## config.mk

```make
export PLATFORM = sky130hd
export DESIGN_NAME = wb_mem_writer_flat
export DESIGN_NICKNAME = d
export VERILOG_FILES = /design/src/rtl/wb_mem_writer_pkg.sv /design/src/rtl/wb_mem_writer_if.sv /design/src/rtl/wb_mem_writer.sv /design/src/flat_wrapper.sv
export SDC_FILE = /design/constraint.sdc
export NUM_CORES = 1
export LEC_CHECK = 0
export CORE_ASPECT_RATIO = 0.8
export CORE_MARGIN = 3
export CORE_UTILIZATION = 35
export DETAILED_ROUTE_END_ITERATION = 12
export DONT_BUFFER_PORTS = 1
export PLACE_DENSITY = 0.56
export SLEW_MARGIN = 20
export SYNTH_ARGS = -nofsm -noshare
export SYNTH_HDL_FRONTEND = slang
export SYNTH_SLANG_ARGS = --single-unit
```

## constraint.sdc

```tcl
create_clock -name clk_i -period 16.1 [get_ports clk_i]
set_clock_uncertainty 0.05 [all_clocks]
set_input_delay 4.83 -clock clk_i [delete_from_list [all_inputs] [get_ports clk_i]]
set_output_delay 4.83 -clock clk_i [all_outputs]
set_load 0.03 [all_outputs]
```

## src/rtl/wb_mem_writer_pkg.sv

```systemverilog
// Shared constants and types for the write-back drain path and the memory-side writer.
package wb_mem_writer_pkg;

    localparam int DATA_WIDTH = 128;
    localparam int LINE_WIDTH = DATA_WIDTH;
    localparam int ADDR_WIDTH = 32;
    localparam int BUS_WIDTH  = 32;

    typedef enum logic [1:0] {
        IDLE     = 2'd0,
        SEND     = 2'd1,
        WAIT_RSP = 2'd2
    } wbw_state_e;

    typedef struct packed {
        logic [ADDR_WIDTH-1:0] addr;
        logic [LINE_WIDTH-1:0] data;
    } wb_line_t;

    // Beat counter needs at least one bit even for single-beat lines.
    function automatic int cnt_width(input int beats);
        return (beats > 1) ? $clog2(beats) : 1;
    endfunction

endpackage

```

## src/rtl/wb_mem_writer_if.sv

```systemverilog
// Drain-side handshake plus memory-side burst write request/grant/response signals.
interface wb_mem_writer_if #(
    parameter int LINE_WIDTH = wb_mem_writer_pkg::LINE_WIDTH,
    parameter int BUS_WIDTH  = wb_mem_writer_pkg::BUS_WIDTH,
    parameter int ADDR_WIDTH = wb_mem_writer_pkg::ADDR_WIDTH
) ();

    logic                  valid;
    logic                  ready;
    logic [ADDR_WIDTH-1:0] addr;
    logic [LINE_WIDTH-1:0] data;

    logic                  mem_req;
    logic                  mem_gnt;
    logic [ADDR_WIDTH-1:0] mem_addr;
    logic [BUS_WIDTH-1:0]  mem_wdata;
    logic                  mem_last;
    logic                  mem_rsp_valid;
    logic                  mem_rsp_err;

    // The writer masters the memory bus and consumes the drain port.
    modport master (
        input  valid, addr, data, mem_gnt, mem_rsp_valid, mem_rsp_err,
        output ready, mem_req, mem_addr, mem_wdata, mem_last
    );

    modport slave (
        output valid, addr, data, mem_gnt, mem_rsp_valid, mem_rsp_err,
        input  ready, mem_req, mem_addr, mem_wdata, mem_last
    );

endinterface

```

## src/rtl/wb_mem_writer.sv

```systemverilog
// Drains one dirty line at a time from the write-back buffer and writes it as a burst.
// Optional statistics counters are enabled with `define WB_MEM_WRITER_STATS_EN.
//
// state    | meaning
// IDLE     | ready for a line; captures it on valid
// SEND     | presenting beat beat_cnt until granted
// WAIT_RSP | burst done, waiting for the single write response
module wb_mem_writer #(
    parameter int LINE_WIDTH = wb_mem_writer_pkg::LINE_WIDTH,
    parameter int BUS_WIDTH  = wb_mem_writer_pkg::BUS_WIDTH,
    parameter int ADDR_WIDTH = wb_mem_writer_pkg::ADDR_WIDTH
) (
    input  logic            clk_i,
    input  logic            rst_i,
    wb_mem_writer_if.master bus,
    output logic            busy_o,
    output logic            err_o
`ifdef WB_MEM_WRITER_STATS_EN
    ,
    output logic [31:0]     lines_written_o,
    output logic [31:0]     gnt_stall_cycles_o
`endif
);
    import wb_mem_writer_pkg::*;

    localparam int BEATS = LINE_WIDTH / BUS_WIDTH;
    localparam int OFS   = $clog2(LINE_WIDTH / 8);
    localparam int BOFS  = $clog2(BUS_WIDTH / 8);
    localparam int CNT_W = cnt_width(BEATS);
    localparam int SEL_W = $clog2(LINE_WIDTH);

    localparam logic [CNT_W-1:0]      LAST_BEAT = CNT_W'(BEATS - 1);
    localparam logic [ADDR_WIDTH-1:0] LINE_MASK =
        ~((ADDR_WIDTH'(1) << OFS) - ADDR_WIDTH'(1));

    wbw_state_e            state_q;
    wbw_state_e            state_d;
    logic [CNT_W-1:0]      beat_cnt_q;
    logic [ADDR_WIDTH-1:0] line_addr_q;
    logic [LINE_WIDTH-1:0] line_data_q;
    logic                  err_q;

    logic                  accept;
    logic                  beat_done;
    logic                  last_beat;
    logic                  rsp_take;
    logic [SEL_W-1:0]      bit_ofs;
    logic [ADDR_WIDTH-1:0] beat_addr;

    assign accept    = (state_q == IDLE) && bus.valid;
    assign beat_done = (state_q == SEND) && bus.mem_gnt;
    assign rsp_take  = (state_q == WAIT_RSP) && bus.mem_rsp_valid;
    assign last_beat = (beat_cnt_q == LAST_BEAT);
    assign bit_ofs   = SEL_W'(beat_cnt_q) << $clog2(BUS_WIDTH);
    assign beat_addr = line_addr_q + (ADDR_WIDTH'(beat_cnt_q) << BOFS);

    always_ff @(posedge clk_i or posedge rst_i) begin
        if (rst_i) begin
            state_q <= IDLE;
        end else begin
            state_q <= state_d;
        end
    end

    always_comb begin
        state_d = state_q;
        unique case (state_q)
            IDLE:     if (bus.valid) state_d = SEND;
            SEND:     if (bus.mem_gnt && last_beat) state_d = WAIT_RSP;
            WAIT_RSP: if (bus.mem_rsp_valid) state_d = IDLE;
            default:  state_d = IDLE;
        endcase
    end

    // Outputs decode from state only so ready never depends on valid.
    always_comb begin
        bus.ready     = 1'b0;
        bus.mem_req   = 1'b0;
        bus.mem_addr  = '0;
        bus.mem_wdata = '0;
        bus.mem_last  = 1'b0;
        busy_o        = 1'b1;
        unique case (state_q)
            IDLE: begin
                bus.ready = 1'b1;
                busy_o    = 1'b0;
            end
            SEND: begin
                bus.mem_req   = 1'b1;
                bus.mem_addr  = beat_addr;
                bus.mem_wdata = line_data_q[bit_ofs +: BUS_WIDTH];
                bus.mem_last  = last_beat;
            end
            default: begin
                busy_o = 1'b1;
            end
        endcase
    end

    always_ff @(posedge clk_i or posedge rst_i) begin
        if (rst_i) begin
            beat_cnt_q  <= '0;
            line_addr_q <= '0;
            line_data_q <= '0;
            err_q       <= 1'b0;
        end else begin
            err_q <= rsp_take && bus.mem_rsp_err;
            if (accept) begin
                line_addr_q <= bus.addr & LINE_MASK;
                line_data_q <= bus.data;
                beat_cnt_q  <= '0;
            end else if (beat_done && !last_beat) begin
                beat_cnt_q <= beat_cnt_q + CNT_W'(1);
            end
        end
    end

    assign err_o = err_q;

`ifdef WB_MEM_WRITER_STATS_EN
    logic [31:0] lines_q;
    logic [31:0] stalls_q;

    always_ff @(posedge clk_i or posedge rst_i) begin
        if (rst_i) begin
            lines_q  <= '0;
            stalls_q <= '0;
        end else begin
            if (rsp_take && !bus.mem_rsp_err && (lines_q != 32'hFFFF_FFFF)) begin
                lines_q <= lines_q + 32'd1;
            end
            if ((state_q == SEND) && !bus.mem_gnt && (stalls_q != 32'hFFFF_FFFF)) begin
                stalls_q <= stalls_q + 32'd1;
            end
        end
    end

    assign lines_written_o    = lines_q;
    assign gnt_stall_cycles_o = stalls_q;
`endif

endmodule

```

## src/flat_wrapper.sv

```systemverilog
// flat-port wrapper written by rule: the top's interface ports become plain ports
module wb_mem_writer_flat import wb_mem_writer_pkg::*;
#(
    parameter int LINE_WIDTH = wb_mem_writer_pkg::LINE_WIDTH,
    parameter int BUS_WIDTH  = wb_mem_writer_pkg::BUS_WIDTH,
    parameter int ADDR_WIDTH = wb_mem_writer_pkg::ADDR_WIDTH
)
  (clk_i, rst_i, busy_o, err_o, bus_valid, bus_addr, bus_data, bus_mem_gnt, bus_mem_rsp_valid, bus_mem_rsp_err, bus_ready, bus_mem_req, bus_mem_addr, bus_mem_wdata, bus_mem_last);
  wb_mem_writer_if #(.LINE_WIDTH(LINE_WIDTH), .BUS_WIDTH(BUS_WIDTH), .ADDR_WIDTH(ADDR_WIDTH)) bus_i ();
  input  logic clk_i;
  input  logic rst_i;
  output logic busy_o;
  output logic err_o;
  input wire logic [$bits(bus_i.valid)-1:0] bus_valid;
  input wire logic [$bits(bus_i.addr)-1:0] bus_addr;
  input wire logic [$bits(bus_i.data)-1:0] bus_data;
  input wire logic [$bits(bus_i.mem_gnt)-1:0] bus_mem_gnt;
  input wire logic [$bits(bus_i.mem_rsp_valid)-1:0] bus_mem_rsp_valid;
  input wire logic [$bits(bus_i.mem_rsp_err)-1:0] bus_mem_rsp_err;
  output wire logic [$bits(bus_i.ready)-1:0] bus_ready;
  output wire logic [$bits(bus_i.mem_req)-1:0] bus_mem_req;
  output wire logic [$bits(bus_i.mem_addr)-1:0] bus_mem_addr;
  output wire logic [$bits(bus_i.mem_wdata)-1:0] bus_mem_wdata;
  output wire logic [$bits(bus_i.mem_last)-1:0] bus_mem_last;
  assign bus_i.valid = bus_valid;
  assign bus_i.addr = bus_addr;
  assign bus_i.data = bus_data;
  assign bus_i.mem_gnt = bus_mem_gnt;
  assign bus_i.mem_rsp_valid = bus_mem_rsp_valid;
  assign bus_i.mem_rsp_err = bus_mem_rsp_err;
  assign bus_ready = bus_i.ready;
  assign bus_mem_req = bus_i.mem_req;
  assign bus_mem_addr = bus_i.mem_addr;
  assign bus_mem_wdata = bus_i.mem_wdata;
  assign bus_mem_last = bus_i.mem_last;
  wb_mem_writer #(.LINE_WIDTH(LINE_WIDTH), .BUS_WIDTH(BUS_WIDTH), .ADDR_WIDTH(ADDR_WIDTH)) u_core (.clk_i(clk_i), .rst_i(rst_i), .bus(bus_i), .busy_o(busy_o), .err_o(err_o));
endmodule
```

==> results <==
- The final count of hold timing violations is 0.
- The residual overflow from global routing is 0.
- The floorplan step set the die width to 172 um.
- Of the available clock period, the critical path in the final layout requires 0.457.
- The part of the power in registers is 0.356.
- The type of the tightest min-delay check is flop to flop.
- The number of global-route vias before repair was 4,311.
- The number of H-tree branching levels is 4.
- The origin of the worst setup path is u_core.beat_cnt_q[0]$_DFFE_PP0P_.
- The transition time at the pin with the least slew margin is 1060 ps.
- Of the cells placed in the final design, the portion with a size suffix greater than 1 is 0.490.
- The per-cell routed wire length is 21.8 um.
- The number of storage elements in the synthesis netlist is 161.
- The tool flagged a number of max-cap violations equal to 0.
- The power density over cell area is 248 nW/um^2.
- Based on the critical path, the design can be clocked at up to 136 MHz.
- The maximum clock path buffer count is 2.
- Leaving out fill and tap cells, the most frequent cell in the layout is sky130_fd_sc_hd__dfrtp_1.
- The initial antenna violation count is 0.
- The start point of the worst hold path is u_core.line_addr_q[29]$_DFFE_PP0P_.
- The share of total power dissipated in combinational logic is 0.457.
- From bottom edge to top edge, the die measures 139 um.
- For this run, the total global-route usage over all layers was measured as 0.143.
- The number of vias in the routed layout is 3,755.
- Counting every sink on the clock net gives 161.
- The maximum vdd ir drop is 0.0879 mV.
- The clock period minus final worst setup slack is 7350 ps.
- The flow ran to the end, and the final reports show no timing, DRC or antenna violations.
- The netlist area before placement is 7760 sq um.
- The number of setup buffers added after CTS is 0.
- Summing all multi-input logic gate instances after layout gives 3360 sq um.
- Of the total power, the share spent switching nets is 0.383.
- Entering global routing, the biggest net connects 83 pins.
- The leakage power summed over all cells is 3.54 nW.
- In this run the count of I/O pins placed on the die edge is 235.
- The number of distinct standard cells referenced by the synthesized netlist is 26.
- The root buffer cell chosen for the clock tree is sky130_fd_sc_hd__clkbuf_16.
- The layout has 1,996 filler cells.
- At the end of routability-driven placement, the weighted congestion stood at 0.701.
- The later pin in the worst-skew pair is clocked with a latency of 410 ps.
- In this run the core area contains 48 standard-cell rows.
- Relative to the synthesized area, the layout overhead comes to 8.21%.
- The register area is 4030 sq um.
- The completed layout was analyzed and its total power is 2.08 mW.
- After detailed routing, the number of vias per cell comes to 4.88.
- For this run, the slowest stage of the critical path takes 750 ps.
- Clock tree synthesis inserted a total of 17 buffers.
- A synthesized cell averages 16.6 sq um.
- The critical path goes through buf_4 > mux4_2 > and2_1.
- Summed over all nets, the half-perimeter wirelength after detailed placement is 11,300 um.
- The worst setup path is of the flop to output port kind.
- The share of total power dissipated in the clock network is 0.187.
- Setup total negative slack on the finished layout was measured at 0 ps.
- Synthesis handed over a netlist of 466 instances.
- The maximum net fanout on the critical path is 20.
- The number of pins with negative max-slew slack in the final report is 0.
- The core footprint is 21,700 sq um.
- For this run, design rule violations remaining after detail routing come to 0.
- Data on the critical path arrives at its endpoint at 2470 ps.
- The global-route wire length before repair is 26,200 um.
- The number of gates resized after CTS was 0.
- After clock tree synthesis, the clock-pin slew on the worst setup and hold paths is 60 ps.
- Setup repair after global routing left no endpoint under its margin.
- At the worst endpoint, the required time is 11,220 ps.
- The worst setup path is launched from a flop.
- The remaining antenna violation count is 0.
- Measured against its own limit, the worst slew margin works out to 0.291.
- The initial cell density of the core is 0.358.
- The count of hold-fix buffers inserted at cts is 0.
- The final number of setup-violating endpoints is 0.
- The slowest stage of the critical path belongs to the cell sky130_fd_sc_hd__dfrtp_2.
- The proportion of synthesized chip area in sequential cells is 0.519.
- The total detailed-routing wirelength is 16,800 um.
- The total of warnings raised by yosys is 0.
- The area enclosed by the die boundary is 24,000 sq um.
- The count of input and output buffers is 0.
- The number of iterations in the first detailed-routing pass is 4.
- The net load switching power is 797 uW.
- STA classifies the critical path endpoint as an output port.
- In the final design database the tool counted 624 nets.
- The internal power is 1.28 mW.
- The top cell types in the final layout, fill and taps aside, are sky130_fd_sc_hd__dfrtp_1 (159), sky130_fd_sc_hd__mux2_4 (100), sky130_fd_sc_hd__and2_1 (63).
- The detailed router finished its first iteration with 145 violations.
- The launch instance of the worst register-to-register path is u_core.state_q[1]$_DFFE_PP0P_.
- TritonCTS built the clock tree.
## power groups by stage
stage                     logic, mW  clock network [mW]  registers, mW
final                         0.950               0.389          0.741
after global routing           1.01               0.422          0.769
after CTS                     0.968               0.403          0.744
after detailed placement      0.964                   0          0.748
after global placement        0.947                   0          0.733
after floorplan               0.908                   0          0.684
## critical path, delay by kind of cell, from the launching register on
kind | cells | cell delay (ps)
buffers and inverters | 1 | 450
multiplexers | 1 | 560
AND/OR/NAND/NOR | 1 | 290
flip-flops | 1 | 750
## routing by layer
metal  vias up  GRT usage  part of all wire
met2       132      0.230              0.49
met5         -          0                 0
li1       1636          -                 -
met3        12     0.0667             0.095
met4         0     0.0302            0.0073
met1      1975      0.176              0.41
## cell usage after synthesis, drive strengths merged
cell	count	area, sq um
a21o	1	7.51
xnor2	1	8.76
mux4	32	721
and2	64	403
o22ai	1	6.26
nor2	4	17.5
or2b	1	7.51
buf	28	334
and2b	1	7.51
dfrtp	161	4030
clkbuf	7	26.3
nand3	1	5.00
nor4bb	1	10.0
nand2	2	7.51
ha	1	12.5
mux2	156	2130
inv	2	7.51
conb	1	3.75
mux2i	1	10.0
## metrics by stage
step | util | cell area, sq um | setup slack, ps | std cells | hold slack (ps)
floorplan | - | 7760 | 6870 | 467 | 422
global placement | 0.361 | 7830 | 9110 | 738 | 432
detailed placement | 0.361 | 7830 | 9060 | 738 | 438
CTS | 0.387 | 8390 | 8660 | 769 | 454
global route | 0.387 | 8390 | 8580 | 769 | 464
finish | 0.387 | 8390 | 8750 | 770 | 449
## layout make-up
cell class / instances / share of cell area
diodes: 1 / 0.000298
repair buffers: 6 / 0.00581
clock inverters: 13 / 0.0154
flip-flops and latches: 161 / 0.480
multi-input cells: 269 / 0.401
clock buffers: 18 / 0.0511
inverters: 2 / 0.00149
well taps: 300 / 0.0447
## path summary, 6_finish.rpt
path,slack [ps],end,cells after the start
min reg2reg,450,u_core.line_addr_q[29]$_DFFE_PP0P_,1
max reg2reg,13020,u_core.line_data_q[125]$_DFFE_PP0P_,4
max in group asynchronous,10440,u_core.line_data_q[94]$_DFFE_PP0P_,2
min in group asynchronous,4340,u_core.line_addr_q[4]$_DFFE_PP0P_,1
min,450,u_core.line_addr_q[29]$_DFFE_PP0P_,1
max,8750,bus_mem_wdata[22],3
## logic make-up (layout without fill, tap and decap cells)
family | count (synthesis) | after routing | share of synthesized area
AND/OR/NAND/NOR | 74 | 74 | 0.0590
flip-flops | 161 | 161 | 0.519
AO/OA/AOI/OAI | 2 | 2 | 0.00178
XOR/XNOR | 1 | 1 | 0.00113
adder cells (fa/ha/maj) | 1 | 1 | 0.00161
buffers and inverters | 37 | 39 | 0.0474
other | 1 | 3 | 0.000483
multiplexers | 189 | 189 | 0.369
## sequential cells by signal (all words and copies together), names as in the netlist
| register | flops |
|---|---|
| u_core.line_data_q | 128 |
| u_core.line_addr_q | 28 |
| u_core.err_o | 1 |
| u_core.state_q | 2 |
| u_core.beat_cnt_q | 2 |
Power figures use the tool's default switching activity.
